### src/rtl/pc_unit.sv
// ---------------------------------------------------------------------------
// pc_unit
//
// Program-counter unit for the MIPS fetch stage. It produces the instruction
// fetch address every cycle and implements delayed-branch semantics: an
// accepted branch, region jump or register jump fetches the sequential delay
// slot first and then redirects to the resolved target.
//
// Ports:
//   clk            in   clock; all state updates on the rising edge
//   reset_n        in   synchronous active-low reset
//   stall          in   hold addr, pending redirect and target
//   branch_en      in   taken PC-relative branch for the instruction at addr
//   branch_offset  in   16-bit signed word offset
//   jump_en        in   J/JAL region jump
//   jump_index     in   26-bit word index
//   jr_en          in   JR/JALR register jump
//   jr_target      in   register-supplied target (WIDTH bits)
//   exception      in   redirect to EXC_VECTOR, overrides everything but reset
//   addr           out  current fetch address (registered)
//   in_delay_slot  out  addr is a delay-slot fetch; a redirect is pending
//   misaligned     out  sticky: a jr_target with nonzero bits [1:0] was taken
//
// Handshake: there is no valid/ready pair here. A request is accepted on a
// rising edge where reset_n=1, exception=0, stall=0 and no redirect is
// pending; requests in any other cycle are dropped, not queued.
// ---------------------------------------------------------------------------
module pc_unit #(
   parameter int          WIDTH        = 32,
   parameter logic [31:0] RESET_VECTOR = 32'hBFC0_0000,
   parameter logic [31:0] EXC_VECTOR   = 32'hBFC0_0380
) (
   input  logic             clk,
   input  logic             reset_n,
   input  logic             stall,
   input  logic             branch_en,
   input  logic [15:0]      branch_offset,
   input  logic             jump_en,
   input  logic [25:0]      jump_index,
   input  logic             jr_en,
   input  logic [WIDTH-1:0] jr_target,
   input  logic             exception,
   output logic [WIDTH-1:0] addr,
   output logic             in_delay_slot,
   output logic             misaligned
);

   // ST_SEQ: sequential fetch, requests accepted.
   // ST_DELAY: the delay slot is being fetched, redirect to target pending.
   typedef enum logic {
      ST_SEQ   = 1'b0,
      ST_DELAY = 1'b1
   } state_t;

   state_t           state_q, state_d;
   logic [WIDTH-1:0] addr_q, addr_d;
   logic [WIDTH-1:0] target_q, target_d;
   logic             misaligned_q, misaligned_d;

   logic [WIDTH-1:0] seq_addr;
   logic [WIDTH-1:0] branch_disp;
   logic [WIDTH-1:0] branch_tgt;
   logic [WIDTH-1:0] jump_tgt;
   logic [WIDTH-1:0] jr_tgt;

   // Sequential address; wraps modulo 2^WIDTH with no flag.
   assign seq_addr    = addr_q + WIDTH'(4);
   // Sign-extended word offset converted to a byte displacement.
   assign branch_disp = {{(WIDTH-18){branch_offset[15]}}, branch_offset, 2'b00};
   assign branch_tgt  = seq_addr + branch_disp;
   // Region jump keeps the top four bits of the delay-slot address.
   assign jump_tgt    = {seq_addr[WIDTH-1:28], jump_index, 2'b00};
   // Register targets are forced word aligned; misalignment is only flagged.
   assign jr_tgt      = {jr_target[WIDTH-1:2], 2'b00};

   always_ff @(posedge clk) begin
      if (!reset_n) begin
         state_q      <= ST_SEQ;
         addr_q       <= WIDTH'(RESET_VECTOR);
         target_q     <= '0;
         misaligned_q <= 1'b0;
      end else begin
         state_q      <= state_d;
         addr_q       <= addr_d;
         target_q     <= target_d;
         misaligned_q <= misaligned_d;
      end
   end

   always_comb begin
      state_d      = state_q;
      addr_d       = addr_q;
      target_d     = target_q;
      misaligned_d = misaligned_q;

      if (exception) begin
         // Overrides stall, requests and any pending redirect.
         addr_d  = WIDTH'(EXC_VECTOR);
         state_d = ST_SEQ;
      end else if (stall) begin
         // Everything holds; requests are dropped.
      end else begin
         case (state_q)
            ST_DELAY: begin
               // Requests presented in the delay slot are ignored.
               addr_d  = target_q;
               state_d = ST_SEQ;
            end
            default: begin
               addr_d = seq_addr;
               if (jr_en) begin
                  target_d = jr_tgt;
                  state_d  = ST_DELAY;
                  if (jr_target[1:0] != 2'b00) begin
                     misaligned_d = 1'b1;
                  end
               end else if (jump_en) begin
                  target_d = jump_tgt;
                  state_d  = ST_DELAY;
               end else if (branch_en) begin
                  target_d = branch_tgt;
                  state_d  = ST_DELAY;
               end
            end
         endcase
      end
   end

   assign addr          = addr_q;
   assign in_delay_slot = (state_q == ST_DELAY);
   assign misaligned    = misaligned_q;

endmodule
### config.mk
export PLATFORM = sky130hd
export DESIGN_NAME = pc_unit
export DESIGN_NICKNAME = d
export VERILOG_FILES = /design/src/rtl/pc_unit.sv
export SDC_FILE = /design/constraint.sdc
export NUM_CORES = 1
export LEC_CHECK = 0
export CORE_UTILIZATION = 40
export CTS_CLUSTER_DIAMETER = 60
export DETAILED_ROUTE_END_ITERATION = 10
export SLEW_MARGIN = 20
export SYNTH_ARGS = -nofsm -noshare
export SYNTH_HDL_FRONTEND = slang
export SYNTH_SLANG_ARGS = --single-unit
### constraint.sdc
create_clock -name clk -period 4.6 [get_ports clk]
set_input_delay 0.92 -clock clk [delete_from_list [all_inputs] [get_ports clk]]
set_output_delay 0.92 -clock clk [all_outputs]
set_load 0.02 [all_outputs]
## Word level (Yosys, flattened, before mapping)

Index checks and enable logic that the tools add are counted.

- Reductions and logical operators: 5
- Multiplexer cells: 10
- Bitwise operators: 4
- $add $sub $neg: 2
- Equality and inequality tests: 1

Operators with widths:

| kind | number |
|---|---|
| two-way mux 32 bit | 4 |
| adder 32 x 3 -> 32 bit (second input constant) | 1 |
| adder 32 bit | 1 |
| two-way mux 10 bit | 2 |
| AND reduction 5 bit | 1 |
| two-way mux 1 bit | 4 |
| inverter 1 bit | 4 |
| AND reduction 4 bit | 1 |
| nonzero test 3 bit | 1 |
| != test 2 x 1 -> 1 bit (second input constant) | 1 |
| nonzero test 2 bit | 1 |
| OR reduction 2 bit | 1 |

- Bits of input ports: 81
- Word-level logic and storage cells: 27
- Bits in registers: 66
- Output and inout port bits: 34

## Longest topological paths before layout

Gate-level depths: netlist of the first run.

- Depth after elaboration: 5
- Depth in mapped cells: 16
- Mapped depth without buffers: 15

## Worst setup path before layout of the first run

OpenSTA, ideal clock, no wires.

- Kind: register to register
- From: register addr_q[2], in the netlist addr[2]
- To: register target_q[27]
- Clock period less this slack: 3,562 ps
- Buffers on the path: 1
- Data arrival time: 3,438 ps
- Path slack: 1,038 ps
- Setup time: 124 ps
- Cell stages (with the launch flop): 17
- Required time: 4,476 ps
- Cells stage by stage: dfxtp_1 > ha_1 > and4_1 > and2_1 > nand3_1 > nor2_1 > xor2_1 > ha_1 > clkbuf_1 > and3_1 > and3_1 > a41o_1 > nor2_1 > a21boi_0 > or3_1 > a21oi_1 > o21ai_0

- Longest elaborated chain between the ends: 5

RTL lines:

| what | line | RTL |
|---|---|---|
| start, declared | 56 | `logic [WIDTH-1:0] addr_q, addr_d;` |
| start signal, assigned | 79 | `addr_q <= WIDTH'(RESET_VECTOR);` |
| start signal, assigned | 84 | `addr_q <= addr_d;` |
| adder 32 x 3 -> 32 bit | 67 | `assign seq_addr = addr_q + WIDTH'(4);` |
| adder 32 bit | 70 | `assign branch_tgt = seq_addr + branch_disp;` |
| two-way mux 32 bit | 120 | `end else if (branch_en) begin` |
| two-way mux 32 bit | 117 | `end else if (jump_en) begin` |
| two-way mux 32 bit | 111 | `if (jr_en) begin` |
| end signal, assigned | 85 | `target_q <= target_d;` |
| end, declared | 57 | `logic [WIDTH-1:0] target_q, target_d;` |

Every way passes these cells. The select of a mux whose other input is x is not followed.
A chain may end at the register's enable or synchronous reset.

## Worst setup path after layout of the first run

- From: register addr_q[2], in the netlist addr[2]
- To: register target_q[31]

- Longest elaborated chain between the ends: 5

RTL lines:

| what | line |
|---|---|
| adder 32 x 3 -> 32 bit * | 67 |
| adder 32 bit | 70 |
| two-way mux 32 bit | 120 |
| two-way mux 32 bit * | 117 |
| two-way mux 32 bit * | 111 |

Every way passes the cells marked *; elsewhere a longest branch is shown, timed or not. The select of a mux whose other input is x is not followed.

==> results of run 1 <==
## worst min-delay path by stage
stage / from / to / cells past startpoint / slack [ns]
finish: target_q[0] / flop / 2 / 0.46
global route: target_q[0] / flop / 2 / 0.47
CTS: target_q[0] / flop / 2 / 0.46
detailed placement: target_q[1] / flop / 2 / 0.45
global placement: target_q[21] / target_q[21] / 2 / 0.44
floorplan: target_q[17] / target_q[17] / 2 / 0.42
## critical path: stages, from the launching register on
cell and delay, ns:
dfxtp_1 0.44, ha_1 0.25, and4_1 0.29, nand2_1 0.07, nor4_1 0.35, buf_4 0.22, nand3_1 0.09, xnor2_1 0.18
ha_1 0.43, nand2_1 0.11, o21ai_0 0.44, o21ai_0 0.22, nand2_1 0.10, o2111a_1 0.17, o2111ai_1 0.26, xor2_1 0.23
a21oi_1 0.17
## final cells by class
class | count | area, µm²
inverters | 14 | 52.55
well taps | 176 | 220.2
multi-input cells | 630 | 4000
clock buffers | 9 | 225.2
fillers | 1337 | 6270
repair buffers | 127 | 1234
flip-flops and latches | 66 | 1321
clock inverters | 7 | 77.57
## metrics by stage
| stage | instance area, µm² | hold WS, ns | instances | util | setup WS [ns] |
|---|---|---|---|---|---|
| 6_report | 7131 | 0.4609 | 1029 | 0.5321 | 0.5143 |
| 5_1_grt | 7131 | 0.4742 | 1029 | 0.5321 | 0.2161 |
| 4_1_cts | 7131 | 0.4603 | 1029 | 0.5321 | 0.5693 |
| 3_5_place_dp | 6828 | 0.4503 | 1013 | 0.5095 | 0.5841 |
| 3_3_place_gp | 6828 | 0.4394 | 1013 | 0.5095 | 0.6305 |
| 2_1_floorplan | 5548 | 0.4244 | 755 | - | 1.038 |
## cell usage after synthesis (all sizes together), types with 5 or more instances
library cell / count
and2: 10
nand3: 21
nand2: 94
or2: 5
buf: 10
clkbuf: 35
mux2i: 20
and4: 8
xnor2: 22
a211oi: 5
nor3: 14
a31oi: 10
o211ai: 23
xor2: 26
a211o: 5
ha: 36
nor2: 87
inv: 14
nor4: 6
a21o: 18
nand4: 8
dfxtp: 66
o22ai: 7
nand2b: 5
a21boi: 11
a21oi: 61
o21a: 8
o21ai: 52
o221ai: 10
and3: 10
## sequential cells by signal (all words and copies together), names as in the netlist, named ones only
name	cells
target_q	32
in_delay_slot	1
addr	30
misaligned	1
## metal layers
| layer | track usage | up-vias | wire length (µm) |
|---|---|---|---|
| met5 | 0 | - | 0 |
| met4 | 0.1492 | 0 | 976 |
| met3 | 0.03375 | 54 | 961 |
| met2 | 0.5181 | 231 | 9997 |
| met1 | 0.3509 | 2848 | 8705 |
| li1 | - | 2938 | - |
## kinds of logic after synthesis
kind of cell	count (synthesis)
muxes	21
AOI/OAI and AO/OA	240
and+or+nand+nor	284
adders and majority gates	37
buffers and inverters	59
xor gates and xnor gates	48
DFF	66
## where the power goes
part / internal [mW] / switching, mW
registers: 0.595 / 0.0242
clock network: 0.424 / 0.293
logic: 0.174 / 0.210
total: 1.19 / 0.527
==> flow_summary_export.csv, run 1 <==
group,metric,value,unit
route,wl_per_cell,20.06,µm
clocking,cts_hold_buf,0,
finish,diodes,0,
floorplanning,dieArea,14340,µm²
synth,yosys.area_share.simple,0.2411,
floorplanning,initial_core_util,0.4140,
setup_path,worstSetupEndpointType,"flop",
setup_path,startpoint,"addr[2]",
synth,synth_warnings,0,
pwr,peakVddDrop,151.3,µV
setup_path,crit_end,"target_q[31]",
setup_path,regToRegStartpoint,"addr[2]",
sta,fin_crit_sh,0.8882,
setup_path,required,4.88,ns
synth,synthAdderAreaFrac,0.08480,
placed_design,dpl.hpwl,15770,µm
synth,netlist-cell-type-count,68,
floorplanning,fp-row-count,42,
sta,clock_skew,0.008834,ns
synth,ys.flop_type,"dfxtp_1",
synth,ys_seq_area_frac,0.2382,
finish,drive_gt1_frac,0.04924,
clocking,tritoncts,"yes",
pwr,power.density,241.2,nW/µm²
route,drt_wl_total,20640,µm
route,vias,6071,
clocking,cts.sinks,66,
synth,yosys-top-cells-area,"dfxtp_1, ha_1, nand2_1, nor2_1, a21oi_1",
setup_path,startpoint_type,"flop",
setup_path,r2r_slack,0.51,ns
synth,synth_xor_area_frac,0.07578,
pwr,power,1.720,mW
finish,final_cell_mix,"clkdlybuf4s50_1, nand2_1, nor2_1",
status,status,"finished clean",
synth,postSynthCellCount,755,
worst_hold_path,hold_class,"flop to flop",
clocking,cts_root_buf,"clkbuf_16",
finish,nNetsFinal,966,
job,max_cap_violations,0,
synth,avgSynthCellArea,7.348,µm²
setup_path,critPathKind,"flop to flop",
placed_design,place.gp.congestion,0.8874,
clocking,numCtsBuffers,9,
synth,synth_top_family_by_area,"compound AO/OA/AOI/OAI gates",
global_route,globalRouteTotalUtil,0.2942,
global_route,grt_pass1_wl,31940,µm
global_route,antenna_found_initial,0,
global_route,grt_max_degree,58,
sta,drv_slew,0,
floorplanning,die_h,119.8,µm
clocking,max-clock-path-buffers,2,
sta,tns,0,ns
finish,mostFrequentLayoutCell,"clkdlybuf4s50_1",
setup_path,rr_endpoint,"target_q[31]",
clocking,postCtsSetupBuffers,0,
floorplanning,ios,115,
route,drt_iter0_drc,373,
sta,setup_viol,0,
synth,synth_compound_area_frac,0.2812,
synth,synthMuxAreaShare,0.03811,
synth,synth_top_cell_by_area,"dfxtp_1",
route,postRouteAntennaNets,0,
global_route,grt_pass1_vias,5922,
sta,grt_setup_unrepaired,"no",
route,drc_errors,0,
synth,syn_area,5548,µm²
clocking,cts_resized,0,
sta,worst_pin_slew,1.100,ns
floorplanning,fp.coreArea,13400,µm²
synth,synth-async-reset-ratio,0,
synth,ys_ff_latch,66,
sta,max_freq,244.8,MHz
pwr,p_leak,2.890,nW
route,vias_per_cell,5.900,
route,drtPass1Iterations,5,
setup_path,rr_worst_depth,16,
setup_path,path_max_fanout,7,
setup_path,critPathArrivalTime,4.36,ns
placed_design,io_buffers,114,
global_route,overflow,0,
sta,period_needed,4.086,ns
synth,syn_nets,873,
clocking,path_clk_slew,0.06,ns
clocking,clk_latency,0.34,ns
sta,slew_headroom,0.2662,
clocking,htreeDepth,3,
synth,yosys.area.top_type_share,0.2382,
floorplanning,die-width,119.8,µm
finish,area_delta_synth_final,28.53,%
sta,final_hold_viol_count,0,
synth,synth_edf_count,0,
No activity file was read; power rests on OpenSTA's default activity.
==> run 2, diff against run 1 <==
--- a/config.mk
+++ b/config.mk
@@ -8,6 +8,7 @@
 export CORE_UTILIZATION = 40
 export CTS_CLUSTER_DIAMETER = 60
 export DETAILED_ROUTE_END_ITERATION = 10
+export SKIP_CTS_REPAIR_TIMING = 1
 export SLEW_MARGIN = 20
 export SYNTH_ARGS = -nofsm -noshare
 export SYNTH_HDL_FRONTEND = slang
==> results of run 2 <==
The final DEF is identical to that of run 1; final timing and power are the same.
